[src/rtl/controle_varredura_matriz_pkg.sv]
// Shared constants and FSM encoding for the 5x7 LED matrix scan controller.
package controle_varredura_matriz_pkg;
  localparam int NUM_COLUNAS = 5;
  localparam int LARGURA_LINHA = 7;
  localparam logic [LARGURA_LINHA-1:0] APAGADO = 7'h7F;

  typedef enum logic [1:0] {
    OCIOSO = 2'd0,
    EXIBE  = 2'd1,
    APAGA  = 2'd2
  } estado_t;
endpackage

[src/rtl/contador_tempo.sv]
// Loadable down-counter; terminal is high while the count sits at zero.
// A load takes priority over counting; the count holds at zero until reloaded.
module contador_tempo #(
  parameter int LARGURA = 8
) (
  input  logic               clk,
  input  logic               reset,
  input  logic               carregar,
  input  logic [LARGURA-1:0] valor,
  output logic               terminal
);
  logic [LARGURA-1:0] cnt_q, cnt_d;

  always_comb begin
    cnt_d = cnt_q;
    if (carregar) begin
      cnt_d = valor;
    end else if (cnt_q != '0) begin
      cnt_d = cnt_q - 1'b1;
    end
  end

  always_ff @(posedge clk) begin
    if (reset) begin
      cnt_q <= '0;
    end else begin
      cnt_q <= cnt_d;
    end
  end

  assign terminal = (cnt_q == '0);
endmodule

[src/rtl/controle_varredura_matriz.sv]
// Column-scan controller for a 5x7 LED matrix with a frame-synchronous double buffer.
// Pins are registered one cycle behind the FSM; loads are deferred to the frame boundary.
module controle_varredura_matriz
  import controle_varredura_matriz_pkg::*;
#(
  parameter int DIV_COLUNA   = 50000,
  parameter int BLANK_CICLOS = 500
) (
  input  logic                     clk,
  input  logic                     reset,
  input  logic [LARGURA_LINHA-1:0] coluna1,
  input  logic [LARGURA_LINHA-1:0] coluna2,
  input  logic [LARGURA_LINHA-1:0] coluna3,
  input  logic [LARGURA_LINHA-1:0] coluna4,
  input  logic [LARGURA_LINHA-1:0] coluna5,
  input  logic                     carregar,
  input  logic                     habilita,
  output logic [LARGURA_LINHA-1:0] linhas,
  output logic [NUM_COLUNAS-1:0]   colunas,
  output logic                     carregado,
  output logic                     fim_quadro
);
  localparam int MAX_CICLOS  = (DIV_COLUNA > BLANK_CICLOS) ? DIV_COLUNA : BLANK_CICLOS;
  localparam int LARGURA_CNT = $clog2(MAX_CICLOS + 1);
  localparam logic [LARGURA_CNT-1:0] CARGA_EXIBE = LARGURA_CNT'(DIV_COLUNA - 1);
  localparam logic [LARGURA_CNT-1:0] CARGA_APAGA =
    LARGURA_CNT'((BLANK_CICLOS > 0) ? BLANK_CICLOS - 1 : 0);
  localparam logic [2:0] ULTIMA = 3'(NUM_COLUNAS - 1);

  estado_t estado_q, estado_d;
  logic [2:0] idx_q, idx_d;
  logic [NUM_COLUNAS-1:0][LARGURA_LINHA-1:0] buffer_q, buffer_d;
  logic pendente_q, pendente_d;
  logic [LARGURA_LINHA-1:0] linhas_q, linhas_d;
  logic [NUM_COLUNAS-1:0] colunas_q, colunas_d;
  logic carregado_q, carregado_d;
  logic fim_quadro_q, fim_quadro_d;

  logic cnt_carga, cnt_fim, virada, trava;
  logic [LARGURA_CNT-1:0] cnt_valor;

  contador_tempo #(.LARGURA(LARGURA_CNT)) u_contador (
    .clk      (clk),
    .reset    (reset),
    .carregar (cnt_carga),
    .valor    (cnt_valor),
    .terminal (cnt_fim)
  );

  always_comb begin
    estado_d  = estado_q;
    idx_d     = idx_q;
    cnt_carga = 1'b0;
    cnt_valor = '0;
    virada    = 1'b0;
    case (estado_q)
      OCIOSO: begin
        cnt_carga = 1'b1;
        if (habilita) begin
          estado_d  = EXIBE;
          idx_d     = '0;
          cnt_valor = CARGA_EXIBE;
        end
      end
      EXIBE, APAGA: begin
        if (!habilita) begin
          estado_d  = OCIOSO;
          idx_d     = '0;
          cnt_carga = 1'b1;
        end else if (cnt_fim) begin
          cnt_carga = 1'b1;
          if (estado_q == EXIBE && BLANK_CICLOS > 0) begin
            estado_d  = APAGA;
            cnt_valor = CARGA_APAGA;
          end else begin
            estado_d  = EXIBE;
            cnt_valor = CARGA_EXIBE;
            if (idx_q == ULTIMA) begin
              idx_d  = '0;
              virada = 1'b1;
            end else begin
              idx_d = idx_q + 3'd1;
            end
          end
        end
      end
      default: begin
        estado_d  = OCIOSO;
        idx_d     = '0;
        cnt_carga = 1'b1;
      end
    endcase

    // A request arriving on the boundary edge itself is merged into that same latch.
    trava        = (virada || estado_q == OCIOSO) && (pendente_q || carregar);
    pendente_d   = !trava && (pendente_q || carregar);
    buffer_d     = trava ? {coluna5, coluna4, coluna3, coluna2, coluna1} : buffer_q;
    carregado_d  = trava;
    fim_quadro_d = virada;

    linhas_d  = APAGADO;
    colunas_d = '0;
    if (estado_q == EXIBE) begin
      linhas_d  = buffer_q[idx_q];
      colunas_d = NUM_COLUNAS'(1) << idx_q;
    end
  end

  always_ff @(posedge clk) begin
    if (reset) begin
      estado_q     <= OCIOSO;
      idx_q        <= '0;
      buffer_q     <= {NUM_COLUNAS{APAGADO}};
      pendente_q   <= 1'b0;
      linhas_q     <= APAGADO;
      colunas_q    <= '0;
      carregado_q  <= 1'b0;
      fim_quadro_q <= 1'b0;
    end else begin
      estado_q     <= estado_d;
      idx_q        <= idx_d;
      buffer_q     <= buffer_d;
      pendente_q   <= pendente_d;
      linhas_q     <= linhas_d;
      colunas_q    <= colunas_d;
      carregado_q  <= carregado_d;
      fim_quadro_q <= fim_quadro_d;
    end
  end

  assign linhas     = linhas_q;
  assign colunas    = colunas_q;
  assign carregado  = carregado_q;
  assign fim_quadro = fim_quadro_q;
endmodule

[config.mk]
export PLATFORM = sky130hd
export DESIGN_NAME = controle_varredura_matriz
export DESIGN_NICKNAME = d
export VERILOG_FILES = /design/src/rtl/controle_varredura_matriz_pkg.sv /design/src/rtl/contador_tempo.sv /design/src/rtl/controle_varredura_matriz.sv
export SDC_FILE = /design/constraint.sdc
export NUM_CORES = 1
export LEC_CHECK = 0
export CORE_MARGIN = 1.5
export CORE_UTILIZATION = 55
export DETAILED_ROUTE_END_ITERATION = 6
export PLACE_DENSITY = 0.82
export SETUP_SLACK_MARGIN = 0.1
export SYNTH_ARGS = -nofsm -noshare
export SYNTH_HDL_FRONTEND = slang
export SYNTH_SLANG_ARGS = --single-unit
export TNS_END_PERCENT = 1
[constraint.sdc]
create_clock -name clk -period 6.19 [get_ports clk]
set_input_delay 0.9285 -clock clk [delete_from_list [all_inputs] [get_ports clk]]
set_output_delay 0.9285 -clock clk [all_outputs]
set_load 0.01 [all_outputs]
### After elaboration in Yosys (flattened, before gate mapping)

Index checks and enable logic that the tools add are counted.

* flip-flop bits (word level): 71

* bitwise logic cells: 1
* multiplexer cells: 28
* equal/unequal tests: 6
* $add $sub $neg: 2
* magnitude comparators: 1
* reduce and logical (&&, ||, !) cells: 13
* shifts and indexed selects: 1

Operators by type and width (count)
* $mux W16: 6
* $pmux W16 S2: 1
* $bmux W7 S3: 1
* $logic_not A16 Y1: 1
* $reduce_bool A16 Y1: 1
* $sub A16 B1 Y16 const B: 1
* $mux W3: 5
* $mux W1: 8
* $mux W2: 4
* $mux W7: 1
* $ne A3 B3 Y1 const B: 2
* $pmux W3 S2: 1
* $shl A1 B3 Y5 const A: 1
* $lt A3 B4 Y1 const B: 1
* $pmux W2 S2: 1
* $reduce_or A2 Y1: 2
* $add A3 B1 Y3 const B: 1
* $eq A3 B3 Y1 const B: 1
* $reduce_and A3 Y1: 1
* $eq A2 B1 Y1 const B: 1
* $eq A2 B2 Y1 const B: 1
* $logic_and A1 B1 Y1: 2
* $logic_not A2 Y1: 1
* $logic_or A1 B1 Y1: 2
* other kinds (5): 5

### Logic depth before layout (Yosys ltp)

* depth after elaboration: 10
* mapped depth: 9

### Hierarchy

A second synthesis with hierarchy kept.

* cells, all modules: 387
* area total of the unflattened synthesis: 3306.9 um^2

Modules (own cells, without submodules)
* controle_varredura_matriz: area an instance 2342.2 um^2, cells an instance 271, instances 1, seq. area each 1101.1 um^2
* contador_tempo: area an instance 964.7 um^2, cells an instance 116, instances 1, seq. area each 320.3 um^2

### Least setup slack after synthesis

OpenSTA, ideal clock, no wires.

* path kind: input port to flip-flop
* start point: input habilita
* end point: register buffer_q[13] (netlist bit)
* stages: 6
* arrival time: 2.337 ns
* path buffers: 2
* slack: 3.731 ns
* data required time: 6.068 ns
* cell sequence: buf_4 -> nand2_1 -> nor4b_2 -> nand4_4 -> buf_2 -> a221o_1

* longest elaborated chain between the ends: 4

RTL lines
* start, declared: line controle_varredura_matriz.sv:17 `input logic habilita,`
* $mux W1: line controle_varredura_matriz.sv:66 `if (!habilita) begin`
* $mux W1: line controle_varredura_matriz.sv:56 `case (estado_q)`
* $logic_or A1 B1 Y1: line controle_varredura_matriz.sv:95 `trava = (virada || estado_q == OCIOSO) && (pendente_q || carregar);`
* $logic_and A1 B1 Y1: line controle_varredura_matriz.sv:95
* end signal, assigned: line controle_varredura_matriz.sv:113 `buffer_q <= {NUM_COLUNAS{APAGADO}};`
* end signal, assigned: line controle_varredura_matriz.sv:122 `buffer_q <= buffer_d;`
* end, declared: line controle_varredura_matriz.sv:32 `logic [NUM_COLUNAS-1:0][LARGURA_LINHA-1:0] buffer_q, buffer_d;`

Every way passes these cells.
A chain may end at the register's enable or synchronous reset.

### Worst setup path in the final report

* start point: input habilita
* end point: register buffer_q[11] (netlist bit)

The elaborated chain is that of the path after synthesis.

==> impl_metrics.xml <==
<?xml version="1.0" encoding="UTF-8"?>
<metrics>
  <group name="die">
    <metric name="core_region_area" unit="um2">5640</metric>
    <metric name="fp.dieW" unit="um">80.3</metric>
    <metric name="die_area" unit="um2">6450</metric>
    <metric name="placementRows" unit="">27</metric>
    <metric name="die_y" unit="um">80.3</metric>
    <metric name="num_io_pins" unit="">53</metric>
    <metric name="initial_core_util" unit="">0.583</metric>
  </group>
  <group name="clock_tree">
    <metric name="postCtsSetupBuffers" unit="">0</metric>
    <metric name="cts.sinks" unit="">71</metric>
    <metric name="clk_latency" unit="ps">360</metric>
    <metric name="tritoncts_clock_tree" unit="">done</metric>
    <metric name="cts_root_buf" unit="">sky130_fd_sc_hd__clkbuf_8</metric>
    <metric name="clk_pin_slew" unit="ps">80</metric>
    <metric name="clock_tree.htree_level_count" unit="">3</metric>
    <metric name="cts_buffer_depth" unit="">2</metric>
    <metric name="tritoncts.num_buffers" unit="">9</metric>
    <metric name="cts.hold.buffers_added" unit="">0</metric>
    <metric name="cts_repair_resize_count" unit="">0</metric>
  </group>
  <group name="critical_path">
    <metric name="crit_path_end_kind" unit="">flip-flop</metric>
    <metric name="timing.critical_path.arrival" unit="ps">3770</metric>
    <metric name="setup.worst_path.start_class" unit="">input pin</metric>
    <metric name="worst-setup-path-type" unit="">input pin to flip-flop</metric>
    <metric name="crit_required" unit="ps">6480</metric>
    <metric name="timing.critical_path.fanout_max" unit="">35</metric>
  </group>
  <group name="synthesis">
    <metric name="synthCells" unit="">317</metric>
    <metric name="syn-cell-area" unit="um2">3290</metric>
    <metric name="synth_edf_count" unit="">0</metric>
    <metric name="synth.ff_latch_count" unit="">71</metric>
    <metric name="syn_nets" unit="">363</metric>
    <metric name="yosys.cell_types.count" unit="">49</metric>
    <metric name="synthArstFlopShare" unit="">0</metric>
    <metric name="synthFlopType" unit="">sky130_fd_sc_hd__dfxtp_1</metric>
    <metric name="ys_warn_count" unit="">0</metric>
    <metric name="synth_area_per_cell" unit="um2">10.4</metric>
    <metric name="sequential_to_total_area_share_from_yosys_stat" unit="">0.432</metric>
  </group>
  <group name="route">
    <metric name="met1Wirelength" unit="um">3600</metric>
    <metric name="drt-total-wl" unit="um">7530</metric>
    <metric name="drt_pre_antenna_iters" unit="">4</metric>
    <metric name="vias" unit="">2672</metric>
    <metric name="routed-wl-met3" unit="um">468</metric>
    <metric name="detail_route.iter0.violations" unit="">224</metric>
    <metric name="routed_via_density" unit="">6.11</metric>
    <metric name="drc" unit="">0</metric>
    <metric name="routedWlPerCell" unit="um">17.2</metric>
    <metric name="route.antenna.remaining_nets" unit="">0</metric>
    <metric name="met2RoutedLength" unit="um">3340</metric>
    <metric name="highest-signal-layer" unit="">met4</metric>
  </group>
  <group name="final_layout">
    <metric name="finish.cell_count_without_fillers" unit="">437</metric>
    <metric name="filler_cell_count" unit="">407</metric>
    <metric name="final_core_utilization" unit="">0.704</metric>
    <metric name="final_common_cell" unit="">sky130_fd_sc_hd__dfxtp_1</metric>
    <metric name="layout_cells_sized_above_1" unit="">0.0986</metric>
    <metric name="area_growth_syn_to_layout" unit="%">20.9</metric>
    <metric name="final_cell_mix" unit="">sky130_fd_sc_hd__dfxtp_1 (71), sky130_fd_sc_hd__clkdlybuf4s50_1 (52), sky130_fd_sc_hd__and2_1 (36)</metric>
    <metric name="layout.nets" unit="">406</metric>
    <metric name="antenna_cells_inserted" unit="">0</metric>
  </group>
  <group name="power">
    <metric name="peakVddDrop" unit="mV">0.198</metric>
    <metric name="post-layout-total-power" unit="uW">1330</metric>
    <metric name="power_density" unit="nW/um2">336</metric>
    <metric name="leakagePower" unit="uW">0.00143</metric>
  </group>
  <group name="timing">
    <metric name="period_minus_slack" unit="ps">3470</metric>
    <metric name="worst_clock_skew" unit="ps">10.4</metric>
    <metric name="finalCritPeriodShare" unit="">0.561</metric>
    <metric name="worst_slew_pin_slew" unit="ps">1210</metric>
    <metric name="setup_failing_eps_final" unit="">0</metric>
    <metric name="fin_ws" unit="ps">2720</metric>
    <metric name="fmax" unit="MHz">288</metric>
    <metric name="final-max-slew-violation-count" unit="">0</metric>
    <metric name="rsz0062_at_grt" unit="">no</metric>
    <metric name="fin_tns_setup" unit="ps">0</metric>
    <metric name="hold_viol_final" unit="">0</metric>
    <metric name="relSlewSlack" unit="">0.192</metric>
  </group>
  <group name="placement">
    <metric name="dp_hpwl" unit="um">5010</metric>
    <metric name="buffer_ports.inserted" unit="">52</metric>
    <metric name="gpl.final_weighted_congestion" unit="">0.884</metric>
    <metric name="placement.setup.worst_slack" unit="ps">2400</metric>
    <metric name="dp_cells" unit="">421</metric>
  </group>
  <group name="global_route">
    <metric name="grt_pass1_vias" unit="">2456</metric>
    <metric name="remaining_global_route_overflow" unit="">0</metric>
    <metric name="grt_max_degree" unit="">37</metric>
    <metric name="grt_first_pass_wirelength" unit="um">12300</metric>
    <metric name="number_of_antenna_violations_at_the_first_check_in_global_routing" unit="">0</metric>
    <metric name="track_usage" unit="">0.253</metric>
  </group>
  <group name="worst_hold_path">
    <metric name="timing.hold.worst.class" unit="">flip-flop to flip-flop</metric>
  </group>
  <group name="outcome">
    <metric name="run_status" unit="">completed</metric>
  </group>
  <group name="job">
    <metric name="drv_cap" unit="">0</metric>
  </group>
</metrics>
==> kinds of logic after synthesis <==
| group | share of synthesized area |
|---|---|
| multiplexers | 0.0575 |
| flip-flops | 0.432 |
| adder cells (fa/ha/maj) | 0.0266 |
| AO/OA/AOI/OAI | 0.163 |
| buffers and inverters | 0.0449 |
| XOR/XNOR | 0.0320 |
| AND/OR/NAND/NOR | 0.244 |
==> sequential cells by signal, indices dropped and copies added (netlist names) <==
register          count
buffer_q             35
u_contador.cnt_q     16
linhas                7
colunas               5
idx_q                 3
estado_q              2
carregado             1
fim_quadro            1
pendente_q            1
==> report_power, final <==
part | switching [uW] | internal (uW) | total (uW)
sequential | 50.7 | 518 | 569
clock | 182 | 158 | 341
combinational | 215 | 209 | 424
total | 448 | 886 | 1330
==> area by class of cell <==
cell class | count | area [um2] | area share
clock buffers | 10 | 138 | 0.0346
clock inverters | 6 | 43.8 | 0.0110
inverters | 7 | 26.3 | 0.00661
multi-input cells | 217 | 1720 | 0.433
flip-flops and latches | 71 | 1420 | 0.358
well taps | 72 | 90.1 | 0.0227
repair buffers | 54 | 536 | 0.135
==> through the flow <==
| stage | cell area, um2 | hold slack (ps) |
|---|---|---|
| after floorplan | 3290 | 452 |
| after global placement | 3790 | 467 |
| after detailed placement | 3790 | 468 |
| after CTS | 3970 | 481 |
| after global routing | 3970 | 507 |
| final | 3970 | 481 |
==> layer usage <==
layer,track usage,vias up
met4,0.109,0
met1,0.360,1276
li1,-,1289
met3,0.0591,11
met2,0.366,96
met5,0,-
==> critical path, cell delays in order <==
cell,delay [ps]
sky130_fd_sc_hd__clkdlybuf4s50_1,660
sky130_fd_sc_hd__nand2_1,180
sky130_fd_sc_hd__nor4b_2,570
sky130_fd_sc_hd__a41o_1,1090
sky130_fd_sc_hd__a221o_1,320
==> worst paths after layout <==
kind                startpoint      endpoint  slack [ps]  cells past startpoint
hold / removal    buffer_q[30]     linhas[2]         480                      2
hold reg to reg   buffer_q[30]     linhas[2]         480                      2
setup reg to reg   estado_q[1]  buffer_q[11]        3150                      6
setup / recovery      habilita  buffer_q[11]        2720                      5
==> cells in the mapped netlist, types with 7 or more instances <==
cell type	number	area share
sky130_fd_sc_hd__nor2_1	13	0.015
sky130_fd_sc_hd__dfxtp_1	71	0.43
sky130_fd_sc_hd__nand2b_1	13	0.025
sky130_fd_sc_hd__clkbuf_1	11	0.013
sky130_fd_sc_hd__o22ai_1	9	0.017
sky130_fd_sc_hd__ha_1	7	0.027
sky130_fd_sc_hd__a221o_1	35	0.11
sky130_fd_sc_hd__mux4_2	7	0.048
sky130_fd_sc_hd__nand3_1	19	0.029
sky130_fd_sc_hd__nand2_1	8	0.0091
sky130_fd_sc_hd__and2_1	36	0.068
sky130_fd_sc_hd__xor2_1	7	0.019
sky130_fd_sc_hd__inv_1	7	0.0080
Power figures use the tool's default switching activity.
